<file path="config.mk">
export PLATFORM = sky130hd
export DESIGN_NAME = int_ctrl_flat
export DESIGN_NICKNAME = d
export VERILOG_FILES = /design/src/rtl/int_ctrl_pkg.sv /design/src/rtl/int_ctrl_if.sv /design/src/rtl/int_src_cell.sv /design/src/rtl/int_ctrl.sv /design/src/flat_wrapper.sv
export SDC_FILE = /design/constraint.sdc
export NUM_CORES = 1
export LEC_CHECK = 0
export CORE_MARGIN = 2
export CORE_UTILIZATION = 41
export DETAILED_ROUTE_END_ITERATION = 10
export HOLD_SLACK_MARGIN = 0.06
export PLACE_DENSITY = 0.86
export RECOVER_POWER = 50
export SLEW_MARGIN = 20
export SYNTH_ARGS = -nofsm -noshare
export SYNTH_HDL_FRONTEND = slang
export SYNTH_SLANG_ARGS = --single-unit
</file>
<file path="constraint.sdc">
create_clock -name clk -period 3.4 [get_ports clk]
set_input_delay 0.34 -clock clk [delete_from_list [all_inputs] [get_ports clk]]
set_output_delay 0.34 -clock clk [all_outputs]
set_load 0.005 [all_outputs]
</file>
<file path="src/rtl/int_ctrl_pkg.sv">
// Shared constants and types for the peripheral-bus interrupt controller.
// BASE_ADDR is also consumed by the system bridge address decode.
package int_ctrl_pkg;
  localparam int          NSRC         = 6;
  localparam logic [31:0] BASE_ADDR    = 32'h0000_7f20;
  localparam int          CTRL_GEN_BIT = 8;

  localparam logic [1:0] OFF_CTRL = 2'd0;
  localparam logic [1:0] OFF_MASK = 2'd1;
  localparam logic [1:0] OFF_PEND = 2'd2;
  localparam logic [1:0] OFF_ID   = 2'd3;

  typedef logic [NSRC-1:0] src_vec_t;

  typedef struct packed {
    logic     gen;
    src_vec_t mode;
  } ctrl_t;

  // Lowest set index; 0 when the vector is empty.
  function automatic logic [2:0] lowest_idx(input src_vec_t v);
    logic [2:0] idx;
    idx = 3'd0;
    for (int i = NSRC-1; i >= 0; i--)
      if (v[i]) idx = 3'(i);
    return idx;
  endfunction
endpackage

</file>
<file path="src/rtl/int_ctrl_if.sv">
// Processor peripheral bus as seen by one memory-mapped slave.
interface int_ctrl_if;
  logic [31:0] PrAddr;
  logic [31:0] PrWD;
  logic        PrWE;
  logic [31:0] PrRD;
  logic        hit;

  modport master (output PrAddr, PrWD, PrWE, input PrRD, hit);
  modport slave  (input PrAddr, PrWD, PrWE, output PrRD, hit);
endinterface

</file>
<file path="src/rtl/int_src_cell.sv">
// One interrupt source: edge detector plus its pending bit.
module int_src_cell (
  input  logic clk,
  input  logic reset,
  input  logic irq,
  input  logic mode,        // 1 = edge, 0 = level
  input  logic w1c,
  input  logic mode_change,
  output logic pend
);
  logic prev_q, prev_d;
  logic pend_q, pend_d;
  logic rise;

  assign rise = irq & ~prev_q;

  always_comb begin
    prev_d = irq;
    // A mode flip discards whatever was latched under the old mode.
    if (mode_change)  pend_d = 1'b0;
    else if (mode)    pend_d = rise | (pend_q & ~w1c);
    else              pend_d = irq;
  end

  always_ff @(posedge clk) begin
    if (reset) begin
      prev_q <= 1'b0;
      pend_q <= 1'b0;
    end else begin
      prev_q <= prev_d;
      pend_q <= pend_d;
    end
  end

  assign pend = pend_q;
endmodule

</file>
<file path="src/rtl/int_ctrl.sv">
// Interrupt controller top: register window decode, CTRL/MASK, ID encoder
// and the registered HWInt request vector.
module int_ctrl
  import int_ctrl_pkg::*;
#(
  parameter logic [31:0] BASE = BASE_ADDR
) (
  input  logic            clk,
  input  logic            reset,
  int_ctrl_if.slave       bus,
  input  logic [NSRC-1:0] irq_src,
  output logic [NSRC-1:0] HWInt
);
  ctrl_t     ctrl_q, ctrl_d;
  src_vec_t  mask_q, mask_d;
  src_vec_t  hwint_q, hwint_d;
  src_vec_t  pend, masked, w1c, mode_chg;
  logic [1:0]  off;
  logic        wr;
  logic [31:0] rd, id;

  assign bus.hit = (bus.PrAddr[31:4] == BASE[31:4]);
  assign off     = bus.PrAddr[3:2];
  assign wr      = bus.hit & bus.PrWE;

  always_comb begin
    ctrl_d   = ctrl_q;
    mask_d   = mask_q;
    w1c      = '0;
    mode_chg = '0;
    if (wr) begin
      case (off)
        OFF_CTRL: begin
          ctrl_d.mode = bus.PrWD[NSRC-1:0];
          ctrl_d.gen  = bus.PrWD[CTRL_GEN_BIT];
          mode_chg    = bus.PrWD[NSRC-1:0] ^ ctrl_q.mode;
        end
        OFF_MASK: mask_d = bus.PrWD[NSRC-1:0];
        OFF_PEND: w1c    = bus.PrWD[NSRC-1:0];
        default:  ;
      endcase
    end
  end

  genvar gi;
  generate
    for (gi = 0; gi < NSRC; gi++) begin : g_src
      int_src_cell u_cell (
        .clk         (clk),
        .reset       (reset),
        .irq         (irq_src[gi]),
        .mode        (ctrl_q.mode[gi]),
        .w1c         (w1c[gi]),
        .mode_change (mode_chg[gi]),
        .pend        (pend[gi])
      );
    end
  endgenerate

  assign masked  = pend & mask_q;
  assign hwint_d = masked & {NSRC{ctrl_q.gen}};

  always_comb begin
    id      = '0;
    id[31]  = (|masked) & ctrl_q.gen;
    id[2:0] = lowest_idx(masked);
  end

  always_comb begin
    rd = '0;
    case (off)
      OFF_CTRL: begin
        rd[NSRC-1:0]     = ctrl_q.mode;
        rd[CTRL_GEN_BIT] = ctrl_q.gen;
      end
      OFF_MASK: rd[NSRC-1:0] = mask_q;
      OFF_PEND: rd[NSRC-1:0] = pend;
      default:  rd = id;
    endcase
    bus.PrRD = bus.hit ? rd : 32'h0;
  end

  always_ff @(posedge clk) begin
    if (reset) begin
      ctrl_q  <= '0;
      mask_q  <= '0;
      hwint_q <= '0;
    end else begin
      ctrl_q  <= ctrl_d;
      mask_q  <= mask_d;
      hwint_q <= hwint_d;
    end
  end

  assign HWInt = hwint_q;
endmodule

</file>
<file path="src/flat_wrapper.sv">
// flat-port wrapper written by rule: the top's interface ports become plain ports
module int_ctrl_flat import int_ctrl_pkg::*;
#(
  parameter logic [31:0] BASE = BASE_ADDR
)
  (clk, reset, irq_src, HWInt, bus_PrAddr, bus_PrWD, bus_PrWE, bus_PrRD, bus_hit);
  int_ctrl_if bus_i ();
  input  logic clk;
  input  logic reset;
  input  logic [NSRC-1:0] irq_src;
  output logic [NSRC-1:0] HWInt;
  input wire logic [$bits(bus_i.PrAddr)-1:0] bus_PrAddr;
  input wire logic [$bits(bus_i.PrWD)-1:0] bus_PrWD;
  input wire logic [$bits(bus_i.PrWE)-1:0] bus_PrWE;
  output wire logic [$bits(bus_i.PrRD)-1:0] bus_PrRD;
  output wire logic [$bits(bus_i.hit)-1:0] bus_hit;
  assign bus_i.PrAddr = bus_PrAddr;
  assign bus_i.PrWD = bus_PrWD;
  assign bus_i.PrWE = bus_PrWE;
  assign bus_PrRD = bus_i.PrRD;
  assign bus_hit = bus_i.hit;
  int_ctrl #(.BASE(BASE)) u_core (.clk(clk), .reset(reset), .bus(bus_i), .irq_src(irq_src), .HWInt(HWInt));
endmodule
</file>
; Yosys cells after proc, flatten, opt, wreduce, memory -nomap -nowiden
; Cells that the tools add are included.
[classes]
n_eq_ne = 3
n_mux = 20
bitwise_logic = 35
n_reduce_logical = 11
[op_table]
columns = op, count
row1 = $mux W32, 1
row2 = $eq A28 B11 Y1 const B, 1
row3 = $mux W6, 4
row4 = $mux W23, 1
row5 = $mux W3, 6
row6 = $pmux W6 S3, 1
row7 = $and A1 B1 Y1, 14
row8 = $and A6 B6 Y6, 2
row9 = $not A1 Y1, 12
row10 = $reduce_or A2 Y1, 6
row11 = $mux W1, 7
row12 = $or A1 B1 Y1, 6
row13 = $reduce_or A6 Y1, 1
row14 = $xor A6 B6 Y6, 1
row15 = $reduce_and A2 Y1, 2
row16 = $reduce_or A3 Y1, 1
row17 = $eq A2 B1 Y1 const B, 1
row18 = $eq A2 B2 Y1 const B, 1
row19 = $logic_not A2 Y1, 1
[word_totals]
output_inout_bits = 39
inputBits = 73
reg_bits = 31
elab_cells = 85

; Depth between registers and ports, before layout
; Gate-level depths: netlist of run 1.
[depth]
depth_word = 9
depth_mapped = 6
mapped_depth_nobuf = 5

; Hierarchy
; From an unflattened synthesis of run 1, not the netlist that was laid out.
[hier_totals]
hier_cells = 215
area_unflattened_um2 = 1926.8
[modules_own_cells]
columns = mod, seq_area_each_um2, area_each_um2, instances, cells_each
row1 = int_ctrl, 380.4, 1468.9, 1, 179
row2 = int_src_cell, 40.0, 76.3, 6, 6

; Worst setup path after synthesis of run 1
; No wires, ideal clock.
[synth_timing]
kind = in2out
start = in bus_PrAddr[27]
end = out bus_PrRD[8]
path_slack_ns = 1.508
required_ns = 3.060
path_buffers = 1
path_stages = 4
arrival_ns = 1.552
path_cell_list = or4_1 -> or3_1 -> buf_6 -> nor4b_4
[synth_between]
elab_chain_len = 2
[synth_rtl]
columns = element, line
row1 = from (decl), flat_wrapper.sv:12  ; input wire logic [$bits(bus_i.PrAddr)-1:0] bus_PrAddr;
row2 = $eq A28 B11 Y1, int_ctrl.sv:22  ; assign bus.hit = (bus.PrAddr[31:4] == BASE[31:4]);
row3 = $mux W32, int_ctrl.sv:80  ; bus.PrRD = bus.hit ? rd : 32'h0;
row4 = to (decl), flat_wrapper.sv:15  ; output wire logic [$bits(bus_i.PrRD)-1:0] bus_PrRD;
; No other way between the ends.

; Worst setup path after layout of run 1
[layout_timing]
start = in bus_PrAddr[23]
end = out bus_hit
[layout_between]
elab_chain_len = 1
[layout_rtl]
columns = element, line
row1 = $eq A28 B11 Y1, int_ctrl.sv:22
row2 = to (decl), flat_wrapper.sv:16  ; output wire logic [$bits(bus_i.hit)-1:0] bus_hit;
; No other way between the ends.

==> flow_summary.ini, run 1 <==
[worst_setup_path]
crit_path_max_fanout = 9
r2r-start = u_core.ctrl_q[0]$_SDFFE_PP0P_
path_cells = clkdlybuf4s50_1, nor4_2, nand2_1, or3_1, inv_1, clkdlybuf4s50_1
critPathTopFamily = buffers and inverters
reg2reg_slack_ns = 2.29
rr_endpoint = u_core.g_src[0].u_cell.pend$_SDFF_PP0_
cpPeakStageDelay_ns = 0.56
cp-start-kind = primary input
critical_path_buf_inv_count = 3
reg2reg_depth = 3
worstPathArrival_ns = 2.75
crit_slowest_cell = clkdlybuf4s50_1
cp_common_cell = clkdlybuf4s50_1
critical_path_class = in2out
required_ns = 3.06
critPathCaptureType = output pin

[yosys]
netlist_area_sq_um = 1900
yosysTopAreaCell = dfxtp_1
ys_top_cells_by_count = 31 x dfxtp_1, 24 x buf_4, 20 x nand3_1
synthFlopType = dfxtp_1
synthArstFlopShare = 0
post-synth-top-count-cell = dfxtp_1
ys_seq_area_frac = 0.327
synth_top_area_share = 0.327
yosysWarnings = 0
syn-mean-instance-area_sq_um = 8.41
netlist_instances = 226
synth_edf_count = 0
ys_types = 37
synth-seq-cells = 31
yosys-top-cells-area = dfxtp_1 33%, buf_4 9.5%, nand3_1 5.3%, o21ai_0 5.0%, mux2i_1 4.7%

[floorplanning]
io_pins = 112
core-area_sq_um = 4410
chipWidth_um = 72.1
initial_core_util = 0.431
dieArea_sq_um = 5200
die_y_um = 72.1
rows = 24

[min_path]
min_delay_path_depth = 2
min-delay-start = u_core.mask_q[0]$_SDFFE_PP0P_
hold_path_class = reg2reg
hold_end = u_core.mask_q[0]$_SDFFE_PP0P_

[routing]
ant_nets = 0
via_per_inst = 5.55
drc = 0
firstDrtPassIters = 4
wl_mm = 4.93
routedWlPerCell_um = 14.6
route.vias.total = 1877
drt-initial-drc-count = 172

[sta]
relSlewSlack = 0.532
setup_violations = 0
hold_viol = 0
slew_violations = 0
rsz0062_at_grt = no
period_share = 0.910
period_needed_ns = 3.09
maxClockFrequency_mhz = 323
tns_ns = 0
worstMarginPinSlew_ns = 0.700
fin_worst_skew_ns = 0.00508

[run_status]
status = complete, no violations

[final_layout]
num_antenna_cells = 0
area_growth_pct = 33.1
regArea_sq_um = 621
fillerInstances = 402
drive_above_1_share = 0.0664
instances_no_fill = 338
multi_input_area_sq_um = 1120
final_nets = 358

[cts]
path_clk_slew_ns = 0.06
cts_htree_levels = 2
ctsRootBufferMaster = clkbuf_8
cts.path.max_buffers = 2
clock_latency_ns = 0.28
cts_buffers = 5
cts_tree = yes
cts.sinks = 31
cts_resized = 0
cts_setup_buffers = 0
hold_buffers = 0

[power_and_ir_drop]
vdd_drop_max_v = 0.000212
power_density_nw_per_um2 = 305
p_leak_nw = 0.925

[global_route]
track_usage = 0.197
grt_max_degree = 18
grt_pass1_vias = 1732
grt-ovfl-total = 0
grt_pass1_wl_mm = 7.97
antenna_found_initial = 0

[job]
maxCapViolCount = 0

[placed_design]
dp_cells = 330
gp_congestion = 0.906
dp_hpwl_mm = 3.67
port_buffers = 60
==> cell usage in the layout (no fill, tap or decap), drive strengths merged, types with 2 or more instances in the layout <==
master	instances
nand3	20
a311oi	9
dfxtp	31
and4	3
nor2	13
nor4b	2
clkdlybuf4s50	53
nor2b	11
a21oi	17
buf	4
nand2b	5
conb	24
and4bb	2
o21ai	19
nor4	3
dlygate4sd3	7
clkbuf	8
a22oi	8
nand4	5
a211oi	3
nand2	14
a22o	6
mux2i	9
==> final cells by class <==
class	instances	share of cell area
Inverter	1	0.00148
Clock buffer	7	0.0302
Clock inverter	1	0.00198
Multi-Input combinational cell	181	0.445
Sequential cell	31	0.245
Timing Repair Buffer	65	0.251
Tap cell	52	0.0257
==> how the worst max path moves through the flow <==
stage	from	to	slack, ns	depth (start not counted)
final	bus_PrAddr[23]	bus_hit	0.31	6
after floorplan	bus_PrAddr[27]	bus_PrRD[8]	1.51	4
after global routing	bus_PrAddr[23]	bus_hit	0.19	6
after global placement	bus_PrAddr[17]	bus_PrRD[1]	0.41	6
after CTS	bus_PrAddr[20]	bus_PrRD[2]	0.33	6
after detailed placement	bus_PrAddr[20]	bus_PrRD[2]	0.34	6
==> power breakdown <==
group	internal (mW)	switching, mW
combinational	0.0676	0.0491
sequential	0.371	0.00656
clock	0.143	0.134
==> worst register-to-register path, delay by kind of cell (launching register included) <==
kind	cells	cell delay, ns
multiplexers	1	0.10
AO/OA/AOI/OAI	2	0.50
flip-flops	1	0.41
==> cells by family (layout without fill, tap and decap cells) <==
logic type,after synthesis,count (layout),synth area share
mux,9,9,0.0474
compound gates,63,63,0.222
simple gates,85,85,0.275
flops,31,31,0.327
buf+inv,37,74,0.127
other cells,1,24,0.00197
==> per-layer routing <==
layer | track usage | vias to the layer above | part of all wire | wire length [um]
met5 | 0 | - | 0 | 0
met1 | 0.235 | 866 | 0.38 | 1890
li1 | - | 910 | - | -
met2 | 0.335 | 85 | 0.51 | 2530
met3 | 0.0417 | 16 | 0.081 | 398
met4 | 0.0922 | 0 | 0.024 | 116
==> sequential cells by signal (all words and copies together) (netlist names) <==
signal / count
u_core.mask_q: 6
u_core.ctrl_q: 7
u_core.g_src.u_cell.pend: 6
u_core.g_src.u_cell.prev_q: 6
u_core.HWInt: 6
==> through the flow <==
step	worst slack (ns)	util	hold WS (ns)	power [mW]	area (sq um)
floorplan	1.51	-	0.412	0.450	1990
global placement	0.407	0.556	0.474	0.498	2450
detailed placement	0.338	0.556	0.477	0.501	2450
CTS	0.335	0.574	0.490	0.775	2530
global route	0.187	0.573	0.527	0.804	2530
finish	0.307	0.573	0.491	0.772	2530
Note: power is estimated with default switching activity, not from simulation.
==> run 2: changes to the inputs <==
--- a/config.mk
+++ b/config.mk
@@ -11,7 +11,6 @@
 export HOLD_SLACK_MARGIN = 0.06
 export PLACE_DENSITY = 0.86
 export RECOVER_POWER = 50
-export SLEW_MARGIN = 20
 export SYNTH_ARGS = -nofsm -noshare
 export SYNTH_HDL_FRONTEND = slang
 export SYNTH_SLANG_ARGS = --single-unit
==> results of run 2 <==
The final DEF is identical to that of run 1; final timing and power are the same.
